[src/rtl/klavye_kodlayici_if.sv]
// klavye_kodlayici_if: character-in / scan-code-out handshake bundle
// Ports (signals):
//   giris_gecerli, giris[7:0], giris_hazir : character valid/ready stream
//   cikis_gecerli, cikis[7:0], cikis_hazir : scan-code byte valid/ready stream
//   hata                                   : unsupported-character pulse
// master drives characters and consumes bytes; slave is the encoder.
interface klavye_kodlayici_if;
  logic       giris_gecerli;
  logic [7:0] giris;
  logic       giris_hazir;
  logic       cikis_gecerli;
  logic [7:0] cikis;
  logic       cikis_hazir;
  logic       hata;
  modport master (
    output giris_gecerli, giris, cikis_hazir,
    input  giris_hazir, cikis_gecerli, cikis, hata
  );
  modport slave (
    input  giris_gecerli, giris, cikis_hazir,
    output giris_hazir, cikis_gecerli, cikis, hata
  );
endinterface

[src/rtl/klavye_kodlayici.sv]
// klavye_kodlayici: character code to PS/2 Set-2 scan-code byte stream encoder
// Ports:
//   clk      : system clock, all logic on posedge
//   rst_n    : synchronous active-low reset
//   io_kanal : klavye_kodlayici_if.slave (character in, scan-code bytes out, hata)
// Parameter MOLA: idle cycles inserted after every transferred output byte.
// Macro BIRAKMA_KODU_EN: defined emits make+break (F0) codes; undefined is make-only.
module klavye_kodlayici #(
  parameter int unsigned MOLA = 0
) (
  input logic               clk,
  input logic               rst_n,
  klavye_kodlayici_if.slave io_kanal
);
  localparam int SW = MOLA > 1 ? $clog2(MOLA) : 1;
  typedef enum logic [2:0] {
    BOS,
    SHIFT_BAS,
    TUS_BAS,
`ifdef BIRAKMA_KODU_EN
    F0_1,
    TUS_BIRAK,
    F0_2,
    SHIFT_BIRAK,
`endif
    BEKLE
  } durum_t;
  function automatic logic [7:0] harf_kodu(input logic [4:0] i);
    case (i)
      5'd0:  return 8'h1C;
      5'd1:  return 8'h32;
      5'd2:  return 8'h21;
      5'd3:  return 8'h23;
      5'd4:  return 8'h24;
      5'd5:  return 8'h2B;
      5'd6:  return 8'h34;
      5'd7:  return 8'h33;
      5'd8:  return 8'h43;
      5'd9:  return 8'h3B;
      5'd10: return 8'h42;
      5'd11: return 8'h4B;
      5'd12: return 8'h3A;
      5'd13: return 8'h31;
      5'd14: return 8'h44;
      5'd15: return 8'h4D;
      5'd16: return 8'h15;
      5'd17: return 8'h2D;
      5'd18: return 8'h1B;
      5'd19: return 8'h2C;
      5'd20: return 8'h3C;
      5'd21: return 8'h2A;
      5'd22: return 8'h1D;
      5'd23: return 8'h22;
      5'd24: return 8'h35;
      5'd25: return 8'h1A;
      default: return 8'h00;
    endcase
  endfunction
  function automatic logic [7:0] rakam_kodu(input logic [3:0] d);
    case (d)
      4'd0: return 8'h45;
      4'd1: return 8'h16;
      4'd2: return 8'h1E;
      4'd3: return 8'h26;
      4'd4: return 8'h25;
      4'd5: return 8'h2E;
      4'd6: return 8'h36;
      4'd7: return 8'h3D;
      4'd8: return 8'h3E;
      4'd9: return 8'h46;
      default: return 8'h00;
    endcase
  endfunction
  function automatic durum_t sonraki_durum(input durum_t s, input logic sh);
`ifdef BIRAKMA_KODU_EN
    return s == SHIFT_BAS ? TUS_BAS :
           s == TUS_BAS ? F0_1 :
           s == F0_1 ? TUS_BIRAK :
           s == TUS_BIRAK && sh ? F0_2 :
           s == F0_2 ? SHIFT_BIRAK : BOS;
`else
    return s == SHIFT_BAS && sh ? TUS_BAS : BOS;
`endif
  endfunction
  function automatic logic [7:0] bayt(input durum_t s, input logic [7:0] kod);
`ifdef BIRAKMA_KODU_EN
    return s == SHIFT_BAS || s == SHIFT_BIRAK ? 8'h12 :
           s == F0_1 || s == F0_2 ? 8'hF0 : kod;
`else
    return s == SHIFT_BAS ? 8'h12 : kod;
`endif
  endfunction
  // {supported, needs shift wrap, make code}
  logic [9:0] w_esle;
  always_comb begin
    w_esle = '0;
    if (io_kanal.giris >= 8'h61 && io_kanal.giris <= 8'h7A)
      w_esle = {2'b10, harf_kodu(5'(io_kanal.giris - 8'h61))};
    else if (io_kanal.giris >= 8'h41 && io_kanal.giris <= 8'h5A)
      w_esle = {2'b11, harf_kodu(5'(io_kanal.giris - 8'h41))};
    else if (io_kanal.giris >= 8'h30 && io_kanal.giris <= 8'h39)
      w_esle = {2'b10, rakam_kodu(4'(io_kanal.giris - 8'h30))};
    else
      case (io_kanal.giris)
        8'h21: w_esle = {2'b11, rakam_kodu(4'd1)};
        8'h40: w_esle = {2'b11, rakam_kodu(4'd2)};
        8'h23: w_esle = {2'b11, rakam_kodu(4'd3)};
        8'h24: w_esle = {2'b11, rakam_kodu(4'd4)};
        8'h25: w_esle = {2'b11, rakam_kodu(4'd5)};
        8'h5E: w_esle = {2'b11, rakam_kodu(4'd6)};
        8'h26: w_esle = {2'b11, rakam_kodu(4'd7)};
        8'h2A: w_esle = {2'b11, rakam_kodu(4'd8)};
        8'h28: w_esle = {2'b11, rakam_kodu(4'd9)};
        8'h29: w_esle = {2'b11, rakam_kodu(4'd0)};
        8'h20: w_esle = {2'b10, 8'h29};
        8'h09: w_esle = {2'b10, 8'h0D};
        8'h08: w_esle = {2'b10, 8'h66};
        8'h1B: w_esle = {2'b10, 8'h76};
        default: w_esle = '0;
      endcase
  end
  durum_t r_durum, r_sonraki, w_hedef;
  logic r_shift, r_giris_hazir, r_cikis_gecerli, r_hata;
  logic [7:0] r_kod, r_cikis;
  logic [SW-1:0] r_sayac;
  // BEKLE resumes the state parked in r_sonraki; otherwise step along the sequence
  assign w_hedef = r_durum == BEKLE ? r_sonraki : sonraki_durum(r_durum, r_shift);
  assign io_kanal.giris_hazir   = r_giris_hazir;
  assign io_kanal.cikis_gecerli = r_cikis_gecerli;
  assign io_kanal.cikis         = r_cikis;
  assign io_kanal.hata          = r_hata;
  always_ff @(posedge clk) begin
    if (!rst_n) begin
      r_durum         <= BOS;
      r_sonraki       <= BOS;
      r_shift         <= 1'b0;
      r_kod           <= 8'h00;
      r_sayac         <= '0;
      r_giris_hazir   <= 1'b1;
      r_cikis_gecerli <= 1'b0;
      r_cikis         <= 8'h00;
      r_hata          <= 1'b0;
    end else begin
      r_hata <= 1'b0;
      if (r_durum == BOS && io_kanal.giris_gecerli && w_esle[9]) begin
        r_shift         <= w_esle[8];
        r_kod           <= w_esle[7:0];
        r_durum         <= w_esle[8] ? SHIFT_BAS : TUS_BAS;
        r_cikis         <= w_esle[8] ? 8'h12 : w_esle[7:0];
        r_cikis_gecerli <= 1'b1;
        r_giris_hazir   <= 1'b0;
      end else if (r_durum == BOS && io_kanal.giris_gecerli) begin
        r_hata <= 1'b1;
      end else if (r_durum == BEKLE && r_sayac != '0) begin
        r_sayac <= r_sayac - 1'b1;
      end else if (r_durum == BEKLE || (r_cikis_gecerli && io_kanal.cikis_hazir && MOLA == 0)) begin
        r_durum         <= w_hedef;
        r_cikis_gecerli <= w_hedef != BOS;
        r_giris_hazir   <= w_hedef == BOS;
        if (w_hedef != BOS) r_cikis <= bayt(w_hedef, r_kod);
      end else if (r_cikis_gecerli && io_kanal.cikis_hazir) begin
        r_durum         <= BEKLE;
        r_sonraki       <= w_hedef;
        r_sayac         <= SW'(MOLA - 1);
        r_cikis_gecerli <= 1'b0;
      end
    end
  end
endmodule

[src/flat_wrapper.sv]
// flat-port wrapper written by rule: the top's interface ports become plain ports
module klavye_kodlayici_flat 
#(
  parameter int unsigned MOLA = 0
)
  (clk, rst_n, io_kanal_giris_gecerli, io_kanal_giris, io_kanal_cikis_hazir, io_kanal_giris_hazir, io_kanal_cikis_gecerli, io_kanal_cikis, io_kanal_hata);
  klavye_kodlayici_if io_kanal_i ();
  input logic clk;
  input logic rst_n;
  input wire logic [$bits(io_kanal_i.giris_gecerli)-1:0] io_kanal_giris_gecerli;
  input wire logic [$bits(io_kanal_i.giris)-1:0] io_kanal_giris;
  input wire logic [$bits(io_kanal_i.cikis_hazir)-1:0] io_kanal_cikis_hazir;
  output wire logic [$bits(io_kanal_i.giris_hazir)-1:0] io_kanal_giris_hazir;
  output wire logic [$bits(io_kanal_i.cikis_gecerli)-1:0] io_kanal_cikis_gecerli;
  output wire logic [$bits(io_kanal_i.cikis)-1:0] io_kanal_cikis;
  output wire logic [$bits(io_kanal_i.hata)-1:0] io_kanal_hata;
  assign io_kanal_i.giris_gecerli = io_kanal_giris_gecerli;
  assign io_kanal_i.giris = io_kanal_giris;
  assign io_kanal_i.cikis_hazir = io_kanal_cikis_hazir;
  assign io_kanal_giris_hazir = io_kanal_i.giris_hazir;
  assign io_kanal_cikis_gecerli = io_kanal_i.cikis_gecerli;
  assign io_kanal_cikis = io_kanal_i.cikis;
  assign io_kanal_hata = io_kanal_i.hata;
  klavye_kodlayici #(.MOLA(MOLA)) u_core (.clk(clk), .rst_n(rst_n), .io_kanal(io_kanal_i));
endmodule
[config.mk]
export PLATFORM = sky130hd
export DESIGN_NAME = klavye_kodlayici_flat
export DESIGN_NICKNAME = d
export VERILOG_FILES = /design/src/rtl/klavye_kodlayici_if.sv /design/src/rtl/klavye_kodlayici.sv /design/src/flat_wrapper.sv
export SDC_FILE = /design/constraint.sdc
export NUM_CORES = 1
export LEC_CHECK = 0
export BUFFER_PORTS_ARGS = -buffer_cell sky130_fd_sc_hd__buf_4
export CORE_MARGIN = 1
export CORE_UTILIZATION = 55
export DETAILED_ROUTE_END_ITERATION = 8
export PLACE_DENSITY = 0.75
export SYNTH_ARGS = -nofsm -noshare
export SYNTH_HDL_FRONTEND = slang
export SYNTH_SLANG_ARGS = --single-unit
[constraint.sdc]
create_clock -name clk -period 5.27 [get_ports clk]
set_input_delay 1.581 -clock clk [delete_from_list [all_inputs] [get_ports clk]]
set_output_delay 1.581 -clock clk [all_outputs]
set_load 0.02 [all_outputs]
Yosys cells after proc, flatten, opt, wreduce, memory -nomap -nowiden:

Memory sizes are Yosys's and may differ from the RTL's.
Cells that the tools add are included.

* eq/ne operators: 20
* bitwise operators: 5
* reduce and logical (&&, ||, !) cells: 22
* $add $sub $neg: 4
* mux-type cells: 32
* $lt $le $gt $ge: 6

Operators with widths (count)
* $pmux W10 S14: 1
* $eq A8 B6 Y1 const B: 9
* $mux W8: 7
* $mux W10: 3
* $mux W3: 6
* $eq A8 B4 Y1 const B: 2
* $eq A8 B7 Y1 const B: 2
* $ge A8 B7 Y1 const B: 2
* $le A8 B7 Y1 const B: 2
* $mux W1: 13
* $sub A5 B1 Y5 const B: 2
* $eq A8 B5 Y1 const B: 1
* $ge A8 B6 Y1 const B: 1
* $le A8 B6 Y1 const B: 1
* $logic_and A1 B1 Y1: 8
* $reduce_and A4 Y1: 2
* $eq A3 B1 Y1 const B: 2
* $logic_not A3 Y1: 2
* $reduce_and A3 Y1: 2
* $reduce_bool A2 Y1: 3
* $reduce_bool A3 Y1: 2
* $not A1 Y1: 5
* $reduce_and A5 Y1: 1
* $mux W2: 2
* other kinds (7): 8

* bits of input ports: 12
* bits in read-only memories: 560
* memories: 3
* register bits after elaboration: 27
* output and inout bits: 11

Memories
* (name not given): words 32, bits a word 7, rd ports 1, clocked after Yosys merged registers in 0, wr ports 0, RTL line klavye_kodlayici.sv:29 `case (i)`
* (name not given): words 32, bits a word 7, rd ports 1, clocked after Yosys merged registers in 0, wr ports 0, RTL line klavye_kodlayici.sv:29
* (name not given): words 16, bits a word 7, rd ports 1, clocked after Yosys merged registers in 0, wr ports 0, RTL line klavye_kodlayici.sv:60 `case (d)`

Logic depth before layout (Yosys ltp):

* word-level depth: 11
* mapped depth: 12

Worst setup path after synthesis:

OpenSTA, ideal clock, no wires.

* path type: input-to-reg
* start: in io_kanal_giris[0]
* end: reg u_core.r_cikis[0], in the netlist u_core.io_kanal.cikis[0]
* library setup time: 0.074 ns
* path slack: 1.095 ns
* arrival: 4.101 ns
* cell stages on the path: 10
* cells stage by stage: clkbuf_1 inv_1 ha_1 nor3b_1 a311o_1 o31ai_2 o31ai_2 nand2b_4 or3b_1 a31oi_1

* word-level cells in the longest chain between the ends: 8
* elaborated cells between the ends (all ways): 41
* classes of those cells: add/sub: 3; order compare: 6; eq/ne: 16; mux: 6; reduce/logical: 7; memory: 3

Ends and longest elaborated chain
* from (decl): RTL line flat_wrapper.sv:11 `input wire logic [$bits(io_kanal_i.giris)-1:0] io_kanal_giris;`
* branches (longest 4 deep; another with $mem_v2 Z32 W7)
* $mux W10 (*): RTL line klavye_kodlayici.sv:97 `if (io_kanal.giris >= 8'h61 && io_kanal.giris <= 8'h7A)`
* $logic_and A1 B1 Y1: RTL line klavye_kodlayici.sv:145 `if (r_durum == BOS && io_kanal.giris_gecerli && w_esle[9]) begin`
* $ne A2 B2 Y1 (no line) (tied with other cells)
* $reduce_and A4 Y1 (no line)
* to (signal assigned): RTL line klavye_kodlayici.sv:149 `r_cikis <= w_esle[8] ? 8'h12 : w_esle[7:0];`
* to (signal assigned): RTL line klavye_kodlayici.sv:160 `if (w_hedef != BOS) r_cikis <= bayt(w_hedef, r_kod);`
* to (decl): RTL line klavye_kodlayici.sv:124 `logic [7:0] r_kod, r_cikis;`

Every way passes the cells marked *.
A chain may end at the register's enable or synchronous reset.

Worst setup path in the final report:

* start: in io_kanal_giris[1]
* end: reg u_core.r_kod[6]

* word-level cells in the longest chain between the ends: 6
* elaborated cells between the ends (all ways): 34
* classes of those cells: add/sub: 3; order compare: 6; eq/ne: 14; mux: 4; reduce/logical: 4; memory: 3

Ends and longest elaborated chain
* branches (longest 4 deep; another with $mem_v2 Z32 W7)
* $mux W10 (*): RTL line klavye_kodlayici.sv:97
* $logic_and A1 B1 Y1: RTL line klavye_kodlayici.sv:145
* to (signal assigned): RTL line klavye_kodlayici.sv:147 `r_kod <= w_esle[7:0];`
* to (decl): RTL line klavye_kodlayici.sv:124

Marked as above.

==> summary.md <==
| Metric | Value |
|---|---|
| Pleak | `0.000974 uW` |
| Total Power | `577 uW` |
| Synth Net Count | `338` |
| Min-Delay Endpoint | `u_core.r_kod[0]` |
| Clk root buf | `clkbuf_8` |
| Postcts setup bufs | `0` |
| Syn Area/Cell | `7.59 sq um` |
| # port buffers | `21` |
| Routed WL | `6.18 mm` |
| Reg-to-reg startpoint | `u_core.r_durum[2]` |
| Unique cell type count in the Yosys netlist | `75` |
| Post-synthesis sequential area ratio | `0.209` |
| Tightest Hold Check Type | `flip-flop to flip-flop` |
| Drc violations | `0` |
| Gp weighted congestion | `0.896` |
| Cts repair resizes | `0` |
| Worst Path Required | `5460 ps` |
| Synth top area cells | `dfxtp_1, nand2_1, ha_1, a21oi_1, nand3_1` |
| Slew Limit Fails | `0` |
| CTS Sinks | `25` |
| DRT Pass-1 Iters | `5` |
| Total grt overflow | `0` |
| Crit-path leading delay family | `simple AND/OR/NAND/NOR gates` |
| Final setup margin | `1080 ps` |
| Yosys top cell area share | `0.209` |
| CTS H-tree lvls | `1` |
| TNS Setup | `0 ps` |
| Clock Latency Late Sink | `270 ps` |
| Final worst path period need | `4190 ps` |
| Antenna Cells | `0` |
| Antenna-violating nets left | `0` |
| Post-route design area | `0.00257 sq mm` |
| Area growth syn-to-layout | `6.93%` |
| Die Ht | `68.1 microns` |
| Setup Viol. Count Final | `0` |
| Maximum VDD drop | `0.000194 V` |
| Tightest Pin Transition | `881 ps` |
| Post-placement worst setup slack | `879 ps` |
| Critical register-to-register path endpoint | `u_core.io_kanal.cikis[1]` |
| Worst setup path start | `io_kanal_giris[1]` |
| Clock Power Share | `0.196` |
| Comb power frac | `0.410` |
| Initial antenna violation count | `0` |
| Max_cap viols | `0` |
| Async SR Flop Fraction | `0` |
| Die W | `68.1 microns` |
| Worst slew margin | `0.409` |
| Synthesized instance count | `316` |
| Routed len/inst | `16.7 microns` |
| Cts bufs inserted | `3` |
| Crit start category | `primary input` |
| Via density per instance | `6.59` |
| Synth warnings | `0` |
| Depth of the most critical reg-to-reg path | `6` |
| Yosys top cell by area | `dfxtp_1` |
| RSZ-0062 raised after global routing | `false` |
| Worst path slowest cell | `nor2_1` |
| Worst path arrival time | `4370 ps` |
| CP max FO | `15` |
| EDFF count, synth | `0` |
| Layout Utilization | `0.628` |
| Die Area | `0.00463 sq mm` |
| Vias | `2,438` |
| Fin. Hold Viols | `0` |
| Worst Clk Skew | `3.08 ps` |
| Switch Pwr | `223 uW` |
| Most frequent cell after synthesis | `nand2_1` |
| Layout cells sized above 1 | `0.153` |
| Worst-path clk slew | `80 ps` |
| Largest net degree at the start of global routing | `38` |
| Core area | `0.00409 sq mm` |
| Seq pwr share | `0.394` |
| Vias in the first global route | `2,010` |
| R2r setup slk | `3030 ps` |
| Hold Startpoint | `u_core.r_kod[0]` |
| Multi-input gate area | `0.00173 sq mm` |
| Kind of critical path | `primary input to flip-flop` |
| Cell area after synthesis | `0.00240 sq mm` |
| Sw frac | `0.386` |
| Critical Path End Type | `flip-flop` |
| Crit-path cells | `buf_4 > inv_1 > ha_1 > inv_1 > a311o_1 > o31ai_2 > nor3_2 > nor2_1 > nor2_1 > nor3b_1` |
| DRT iter0 DRCs | `205` |
| CTS max path bufs | `2` |
| CP bufs+invs | `3` |
| Final Cycle Share | `0.794` |
| WHS Path Cells | `2` |
| Register area | `500 sq um` |
| Status | `completed` |
| Main synth FF type | `dfxtp_1` |
| P_int | `354 uW` |
| GRT Total Usage | `0.279` |
| Initial Util | `0.587` |
| CTS Hold Bufs | `0` |
| Achievable clock frequency | `239 MHz` |
| I/O pin cnt | `23` |
| Number of synthesized register bits | `25` |
| Hpwl dp | `4.40 mm` |
| PD cells | `225 mW/mm^2` |
| Worst stage delay on the critical path | `600 ps` |
| Global-route wire length before repair | `9.78 mm` |
| Rows | `23` |
| Post-Place Cell Area | `0.00252 sq mm` |
| Top post-synthesis cells by count | `nand2_1, dfxtp_1, a21oi_1` |
| CTS tree | `built` |
| # nets final | `343` |
| Fillers | `380` |
## routing by layer
metal	wire (microns)	part of all wire	global-route usage	vias to the layer above
met4	71	0.011	0.0547	0
met5	0	0	0	-
li1	-	-	-	1189
met3	417	0.067	0.0433	9
met1	2910	0.47	0.420	1144
met2	2780	0.45	0.414	96
## through the flow
stage,cells,hold slack [ps]
6_report,370,461
4_1_cts,370,462
2_1_floorplan,316,435
3_5_place_dp,366,450
5_1_grt,370,483
3_3_place_gp,366,443
## placed cells by master (no fill, tap or decap), types with 6 or more instances in the layout
| master | count |
|---|---|
| inv_1 | 10 |
| o21ai_0 | 13 |
| a31oi_1 | 7 |
| a21oi_1 | 23 |
| mux2i_1 | 6 |
| nor3b_1 | 6 |
| nand2_1 | 36 |
| nor2_1 | 15 |
| nand3_1 | 15 |
| dfxtp_1 | 25 |
| o22ai_1 | 6 |
| ha_1 | 10 |
| buf_4 | 24 |
| nor3_1 | 6 |
| o21ai_1 | 8 |
## worst reg2reg max path: cells and delay by family (launching register included)
kind | cells | cell delay [ps]
compound gates | 3 | 880
simple gates | 2 | 770
flops | 1 | 380
buf+inv | 1 | 140
## sequential cells by signal, summed over array words and instances (netlist names)
register,flops
u_core.r_durum,3
u_core.io_kanal.cikis_gecerli,1
u_core.io_kanal.hata,1
u_core.io_kanal.giris_hazir,1
u_core.r_kod,7
u_core.r_shift,1
u_core.io_kanal.cikis,7
u_core.r_sayac,1
u_core.r_sonraki,3
## power by group through the flow
stage                     Clock [uW]  Combinational (uW)  Sequential (uW)
final                            113                 237              227
after global routing             121                 257              229
after floorplan                    0                 161              242
after global placement             0                 231              231
after detailed placement           0                 232              231
after CTS                        113                 234              227
## worst max path at each step
stage | cells after the start | slack (ps) | end
after detailed placement | 10 | 880 | u_core.io_kanal.cikis[1]
after CTS | 10 | 1150 | u_core.io_kanal.cikis[1]
after global placement | 11 | 960 | u_core.io_kanal.cikis[0]
final | 10 | 1080 | u_core.r_kod[6]
after floorplan | 10 | 1100 | u_core.io_kanal.cikis[0]
after global routing | 10 | 920 | u_core.r_kod[6]
## area by class of cell
type | count | share of cell area
clock buffer | 4 | 0.0176
multi-input combinational | 255 | 0.675
timing repair buffer | 24 | 0.0702
inverter | 12 | 0.0176
tap | 50 | 0.0244
sequential | 25 | 0.195
## logic make-up after synthesis
logic type | count (synthesis) | share of synthesized area
other | 1 | 0.00156
xor gates and xnor gates | 3 | 0.0110
AOI/OAI and AO/OA | 114 | 0.335
muxes | 9 | 0.0391
and+or+nand+nor | 118 | 0.283
DFF | 25 | 0.209
adders and majority gates | 10 | 0.0521
buffers and inverters | 36 | 0.0693
No activity file was read; power rests on OpenSTA's default activity.
